<file path="src/rtl/tone_period_meter.sv">
// Tone period meter: synchronises a square wave and measures the rise-to-rise period and high time,
// then converts the period into the matching tone generator half-period parameter.
module tone_period_meter #(
  parameter int CNT_W       = 21,
  parameter int SYNC_STAGES = 2
) (
  input  logic             clk,
  input  logic             rst_n,
  input  logic             en_i,
  input  logic             sig_in_i,
  output logic [CNT_W-1:0] period_raw_o,
  output logic [CNT_W-1:0] high_cycles_o,
  output logic [19:0]      tune_param_o,
  output logic             valid_o,
  output logic             timeout_o,
  output logic             busy_o
);

  localparam int EXT_W = (CNT_W > 20) ? CNT_W : 20;
  localparam logic [CNT_W-1:0] CNT_MAX  = {CNT_W{1'b1}};
  localparam logic [EXT_W-1:0] CONV_MAX = EXT_W'(20'hFFFFF);

  typedef enum logic [1:0] {
    ST_IDLE = 2'd0,
    ST_ARM  = 2'd1,
    ST_MEAS = 2'd2
  } state_e;

  state_e                 state_q;
  logic [SYNC_STAGES-1:0] sync_q;
  logic                   hist_q;
  logic [CNT_W-1:0]       cnt_q;
  logic [CNT_W-1:0]       hi_tmp_q;
  logic [CNT_W-1:0]       period_q;
  logic [CNT_W-1:0]       high_q;
  logic [19:0]            tune_q;
  logic                   valid_q;
  logic                   timeout_q;
  logic                   busy_q;
  logic                   rise_s;
  logic                   fall_s;

  // Period n corresponds to generator parameter floor(n/2)-1, saturated to 20 bits
  function automatic logic [19:0] conv(input logic [CNT_W-1:0] n);
    logic [EXT_W-1:0] half;
    logic [EXT_W-1:0] minus1;
    logic [19:0]      res;
    half   = EXT_W'(n >> 1);
    minus1 = half - EXT_W'(1'b1);
    if (n < CNT_W'(2'd2)) begin
      res = 20'd0;
    end else if (minus1 > CONV_MAX) begin
      res = 20'hFFFFF;
    end else begin
      res = 20'(minus1);
    end
    return res;
  endfunction

  assign rise_s = sync_q[SYNC_STAGES-1] & ~hist_q;
  assign fall_s = ~sync_q[SYNC_STAGES-1] & hist_q;

  // Input synchroniser chain plus history flop for edge detection
  always_ff @(posedge clk or negedge rst_n) begin
    if (!rst_n) begin
      sync_q <= {SYNC_STAGES{1'b0}};
      hist_q <= 1'b0;
    end else begin
      sync_q <= {sync_q[SYNC_STAGES-2:0], sig_in_i};
      hist_q <= sync_q[SYNC_STAGES-1];
    end
  end

  // Measurement FSM with registered results, strobe, timeout and busy
  always_ff @(posedge clk or negedge rst_n) begin
    if (!rst_n) begin
      state_q   <= ST_IDLE;
      cnt_q     <= {CNT_W{1'b0}};
      hi_tmp_q  <= {CNT_W{1'b0}};
      period_q  <= {CNT_W{1'b0}};
      high_q    <= {CNT_W{1'b0}};
      tune_q    <= 20'd0;
      valid_q   <= 1'b0;
      timeout_q <= 1'b0;
      busy_q    <= 1'b0;
    end else begin
      valid_q <= 1'b0;
      case (state_q)
        ST_IDLE: begin
          cnt_q <= {CNT_W{1'b0}};
          if (en_i) begin
            state_q   <= ST_ARM;
            busy_q    <= 1'b1;
            timeout_q <= 1'b0;
          end else begin
            state_q <= ST_IDLE;
            busy_q  <= 1'b0;
          end
        end
        ST_ARM: begin
          if (!en_i) begin
            state_q <= ST_IDLE;
            busy_q  <= 1'b0;
          end else if (rise_s) begin
            cnt_q    <= CNT_W'(1'b1);
            hi_tmp_q <= {CNT_W{1'b0}};
            state_q  <= ST_MEAS;
            busy_q   <= 1'b1;
          end else begin
            state_q <= ST_ARM;
            busy_q  <= 1'b1;
          end
        end
        ST_MEAS: begin
          if (!en_i) begin
            state_q <= ST_IDLE;
            busy_q  <= 1'b0;
          end else if (rise_s) begin
            // A rise wins over a simultaneous counter overflow
            period_q  <= cnt_q;
            high_q    <= hi_tmp_q;
            tune_q    <= conv(cnt_q);
            valid_q   <= 1'b1;
            timeout_q <= 1'b0;
            cnt_q     <= CNT_W'(1'b1);
            hi_tmp_q  <= {CNT_W{1'b0}};
            state_q   <= ST_MEAS;
            busy_q    <= 1'b1;
          end else if (cnt_q == CNT_MAX) begin
            timeout_q <= 1'b1;
            cnt_q     <= {CNT_W{1'b0}};
            state_q   <= ST_ARM;
            busy_q    <= 1'b1;
          end else begin
            cnt_q   <= cnt_q + CNT_W'(1'b1);
            state_q <= ST_MEAS;
            busy_q  <= 1'b1;
            if (fall_s) begin
              hi_tmp_q <= cnt_q;
            end else begin
              hi_tmp_q <= hi_tmp_q;
            end
          end
        end
        default: begin
          state_q <= ST_IDLE;
          cnt_q   <= {CNT_W{1'b0}};
          busy_q  <= 1'b0;
        end
      endcase
    end
  end

  assign period_raw_o  = period_q;
  assign high_cycles_o = high_q;
  assign tune_param_o  = tune_q;
  assign valid_o       = valid_q;
  assign timeout_o     = timeout_q;
  assign busy_o        = busy_q;

endmodule

</file>
<file path="config.mk">
export PLATFORM = sky130hd
export DESIGN_NAME = tone_period_meter
export DESIGN_NICKNAME = d
export VERILOG_FILES = /design/src/rtl/tone_period_meter.sv
export SDC_FILE = /design/constraint.sdc
export NUM_CORES = 1
export LEC_CHECK = 0
export BUFFER_PORTS_ARGS = -buffer_cell sky130_fd_sc_hd__buf_4
export CORE_ASPECT_RATIO = 0.5
export CORE_UTILIZATION = 54
export CTS_BUF_LIST = sky130_fd_sc_hd__clkbuf_4 sky130_fd_sc_hd__clkbuf_8
export CTS_CLUSTER_SIZE = 20
export DETAILED_ROUTE_END_ITERATION = 7
export PLACE_DENSITY = 0.78
export SETUP_SLACK_MARGIN = 0.1
export SKIP_LAST_GASP = 1
export SLEW_MARGIN = 15
export SYNTH_ARGS = -nofsm -noshare
export SYNTH_HDL_FRONTEND = slang
export SYNTH_SLANG_ARGS = --single-unit
</file>
<file path="constraint.sdc">
create_clock -name clk -period 2.2 [get_ports clk]
set_input_delay 0.22 -clock clk [delete_from_list [all_inputs] [get_ports clk]]
set_output_delay 0.22 -clock clk [all_outputs]
set_load 0.1 [all_outputs]
</file>
# --- Yosys cells after proc, flatten, opt, wreduce, memory -nomap -nowiden ---
# Cells that the tools add are included.
word_totals:
  in_bits: 4
  ff_bits: 112
classes:
  n_reduce_logical: 8
  n_mux: 32
  order_cmp: 2
  bitwise_logic: 4
  addsub: 2
  n_eq_ne: 10
ops:
  columns: ["op", "n"]
  rows:
  - ["2-to-1 mux 21 bit", 11]
  - ["case mux 21 bit (2 select lines)", 2]
  - ["2-to-1 mux 20 bit", 2]
  - ["adder 21 x 1 -> 21 bit, second input constant", 1]
  - ["equality test 21 bit, second input constant", 1]
  - ["greater-than comparator 21 x 20 -> 1 bit, second input constant", 1]
  - ["less-than comparator 21 x 2 -> 1 bit, second input constant", 1]
  - ["subtractor 20 x 1 -> 21 bit, second input constant", 1]
  - ["2-to-1 mux 1 bit", 10]
  - ["2-to-1 mux 2 bit", 5]
  - ["!= test 3 bit, second input constant", 3]
  - ["!= test 2 bit, second input constant", 4]
  - ["case mux 2 bit (3 select lines)", 1]
  - ["AND reduction 3 bit", 2]
  - ["AND reduction 6 bit", 1]
  - ["AND reduction 4 bit", 1]
  - ["nonzero test 2 bit", 2]
  - ["OR reduction 3 bit", 1]
  - ["bitwise AND 1 bit", 2]
  - ["equality test 2 x 1 -> 1 bit, second input constant", 1]
  - ["equality test 2 bit, second input constant", 1]
  - ["logical NOT 2 bit", 1]
  - ["NOT 1 bit", 2]
  - ["case mux 1 bit (2 select lines)", 1]

# --- Longest topological paths before layout ---
depth:
  word_depth: 7
  depth_mapped: 9
  depth_no_buf: 7

# --- Worst setup path after synthesis ---
# Ideal clock, no wire load.
synth_path:
  path_type: "register to register"
  start: "reg cnt_q[1]"
  end: "reg tune_q[16], in the netlist tune_param_o[16]"
  stages_incl_launch_ff: 9
  t_arrival_ns: 1.974
  slack_ns: 0.090
  n_path_buf: 1
  setup_time_ns: 0.136
  required_ns: 2.064
  path_cell_list: "dfrtp_1 > inv_1 > ha_1 > or3b_1 > or3_1 > buf_2 > nor2_1 > mux2i_1 > o21ai_0"
synth_via:
  elab_chain_cells: 4
  elab_cells_between_ends: 5
  cone_classes: "1 x add/sub; 2 x order compare; 2 x mux"
synth_lines:
  columns: ["element", "line", "text"]
  rows:
  - ["start, declared", "32", "logic [CNT_W-1:0] cnt_q;"]
  - ["start signal, assigned", "78", "cnt_q <= {CNT_W{1'b0}};"]
  - ["start signal, assigned", "90", "cnt_q <= {CNT_W{1'b0}};"]
  - ["start signal, assigned", "105", "cnt_q <= CNT_W'(1'b1);"]
  - ["subtractor 20 x 1 -> 21 bit", "49", "minus1 = half - EXT_W'(1'b1);"]
  - ["greater-than comparator 21 x 20 -> 1 bit", "52", "end else if (minus1 > CONV_MAX) begin"]
  - ["2-to-1 mux 20 bit", "52", null]
  - ["2-to-1 mux 20 bit (*)", "50", "if (n < CNT_W'(2'd2)) begin"]
  - ["end signal, assigned", "122", "tune_q <= conv(cnt_q);"]
  - ["end, declared", "36", "logic [19:0] tune_q;"]
# Every way passes the cells marked *; elsewhere a longest branch is shown, timed or not.
# A chain may end at the register's enable or synchronous reset.

# --- Final worst setup path ---
layout_path:
  start: "reg cnt_q[1]"
  end: "reg tune_q[15], in the netlist tune_param_o[15]"
# Same word-level chain as after synthesis.

==> results.toml <==
[status]
status = "complete, no violations"

[power_and_ir_drop]
power_density_mw_per_mm2 = 662
total_power_mw = 4.27
leakage_nw = 3.29
ir_worst_vdd_v = 0.000435

[min_path]
whs_endpoint = "busy_o"
hold_class = "primary input to flop"
hold_depth = 3
hp-start = "en_i"

[floorplan]
start_util_pct = 57.2
die_area_sq_mm = 0.00993
die_h_um = 71.0
die-width_um = 140
pin_count = 69
rows = 24
core_area_sq_mm = 0.00898

[synth]
ys_ff_latch = 112
synth_top_cell_area_share_pct = 54.6
synth_seq_area_share_pct = 54.6
syn_area_sq_mm = 0.00514
async_flop_share_pct = 100
ys_types = 55
synth_commonest_cells = "nand2_1, dfrtp_1, o21ai_0"
synth_area_leaders = "dfrtp_1, nand2_1, a22o_1"
ys_warn_count = 0
synthFlopType = "dfrtp_1"
synth_nets = 553
yosysTopAreaCell = "dfrtp_1"
netlist_instances = 541
avgSynthCellArea_sq_um = 9.49
yosysMostFrequentCell = "nand2_1"
synth_edf_count = 0

[worst_setup_path]
required_ns = 2.52
worstSetupPathType = "flop to flop"
critPathSlowestCell = "or4_4"
setup.worst_path.start_class = "flop"
timing.rr.end = "tune_param_o[15]"
reg2reg_depth = 6
reg2reg_from = "cnt_q[1]"
max_stage_delay_ns = 0.53
critPathCaptureType = "flop"
path_cells = "buf_6, or4_4, or3_4, nor3_4, xnor2_2, a211oi_2"
cp.arrival_ns = 2.41
cp_max_fo = 4
r2r_setup_slack_ns = 0.11

[place]
dp_hpwl_um = 8790
place_ws_ns = 0.0333
gp_congestion = 0.928
port-buffer-count = 68

[timing]
rsz0062_at_grt = "yes"
max_freq_mhz = 479
clock_skew_ns = 0.00957
finalHoldViolCount = 0
fin_ws_ns = 0.112
fin_crit_sh_pct = 94.9
worst_slew_pin_slew_ns = 0.478
finalMaxSlewViolations = 0
maxSlewHeadroom_pct = 67.9
fin_setup_tns_ns = 0
min_period_ns = 2.09
final-setup-viol-count = 0

[clock_network]
htreeDepth = 3
cts.sinks = 112
clockBufferDepth = 2
root_buffer = "clkbuf_8"
cts_tree = "built"
clk_latency_ns = 0.40
path_clk_slew_ns = 0.11
cts_inserted_buffers = 9

[global_routing]
grt_antenna_before_repair = 0
grt.total_usage_pct = 27.1
grt_pass1_vias = 4020
grt_use_met3_pct = 6.23
grtUsageMet2_pct = 39.9
overflow = 0
use_met1_pct = 40.0
grt.busiest_layer = "met1"
grt_max_degree = 41
grt_pass1_wl_um = 20700

[cells_and_area]
area_growth_pct = 25.6
fill_cells = 664
nets = 656
diodes = 0
drive_above_1_share_pct = 28.4

[routing]
wire_per_inst_um = 16.4
vias = 4320
wirelength_um = 12600
via_per_inst = 5.64
drt_pass1_iterations = 5
drtAntennaViolNets = 0
drc = 0
drtIter0Drc = 320

[run]
drv_cap = 0
## cells by family (layout without fill, tap and decap cells)
family,after synthesis,count (layout),synth area share [%]
simple gates,259,259,23.4
flops,112,112,54.6
compound gates,95,95,13.0
buf+inv,51,159,4.26
xor+xnor,13,13,2.22
fa+ha+maj,8,8,1.95
mux,3,3,0.585
## critical path: cells and delay by family, from the launching register on
kind / cells / cell delay (ns)
AND/OR/NAND/NOR: 3 / 1.16
AO/OA/AOI/OAI: 1 / 0.17
XOR/XNOR: 1 / 0.11
flip-flops: 1 / 0.44
buffers and inverters: 1 / 0.14
## through the flow
stage	utilization, %	instance area [sq um]	std cells	hold WS [ns]
after global placement	67.7	6080	741	0.199
final	71.9	6450	766	0.158
after floorplan	-	5140	541	-0.0756
after CTS	70.3	6310	760	0.144
after detailed placement	67.7	6080	741	0.203
after global routing	71.9	6450	766	0.181
## registers in the layout, indices dropped and copies added, names as in the netlist
| signal | cells |
|---|---|
| cnt_q | 21 |
| hi_tmp_q | 21 |
| high_cycles_o | 21 |
| period_raw_o | 21 |
| tune_param_o | 20 |
| state_q | 2 |
| sync_q | 2 |
| busy_o | 1 |
| hist_q | 1 |
| timeout_o | 1 |
| valid_o | 1 |
## routing by layer
metal  part of all wire (%)  up-vias
met4                    1.3        0
met2                     45      155
met3                    6.2       17
met1                     48     2076
li1                       -     2072
met5                      0        -
## worst max-delay path by stage
stage	from	end	slack, ns	cells past startpoint
3_5_place_dp	cnt_q[1]	tune_param_o[16]	0.03	7
4_1_cts	cnt_q[1]	tune_param_o[16]	0.11	7
3_3_place_gp	cnt_q[1]	tune_param_o[16]	0.12	7
2_1_floorplan	cnt_q[1]	tune_param_o[16]	0.11	8
6_report	cnt_q[1]	tune_param_o[15]	0.11	6
5_1_grt	cnt_q[1]	tune_param_o[15]	0.04	6
## placed cells by master (no fill, tap or decap), drive strengths merged, types with 2 or more instances in the layout
| master | n |
|---|---|
| nand3 | 21 |
| o31ai | 3 |
| or4 | 5 |
| or3 | 7 |
| dlygate4sd3 | 2 |
| nor2b | 4 |
| nand2b | 6 |
| inv | 15 |
| nand4 | 9 |
| and4 | 3 |
| clkbuf | 10 |
| a21o | 5 |
| nor2 | 26 |
| nor3 | 11 |
| o311ai | 5 |
| dfrtp | 112 |
| buf | 130 |
| o21ai | 32 |
| nand2 | 153 |
| ha | 8 |
| a211oi | 9 |
| a22o | 21 |
| nor4 | 9 |
| xnor2 | 12 |
| mux2i | 3 |
| a21oi | 10 |
## area by class of cell
class | count | area, sq um | area share [%]
multi-input cells | 378 | 2210 | 34.3
inverters | 11 | 41.3 | 0.640
flip-flops and latches | 112 | 2810 | 43.5
clock inverters | 6 | 56.3 | 0.873
repair buffers | 132 | 1050 | 16.3
clock buffers | 10 | 138 | 2.13
well taps | 117 | 146 | 2.27
## where the power goes
group	internal, mW	switching, mW	leakage (nW)
sequential	2.13	0.0448	1.54
combinational	0.196	0.668	1.66
clock	0.469	0.761	0.0973
## what timing repair did
action                                  4_1_cts  5_1_grt
hold endpoints to repair                     30        0
buffers inserted                              1        5
gates cloned                                  0        1
hold buffers                                  2        0
pin swaps                                     0        5
endpoints found under the setup margin       36       47
gates resized for setup                       4       24
Note: power is estimated with default switching activity, not from simulation.
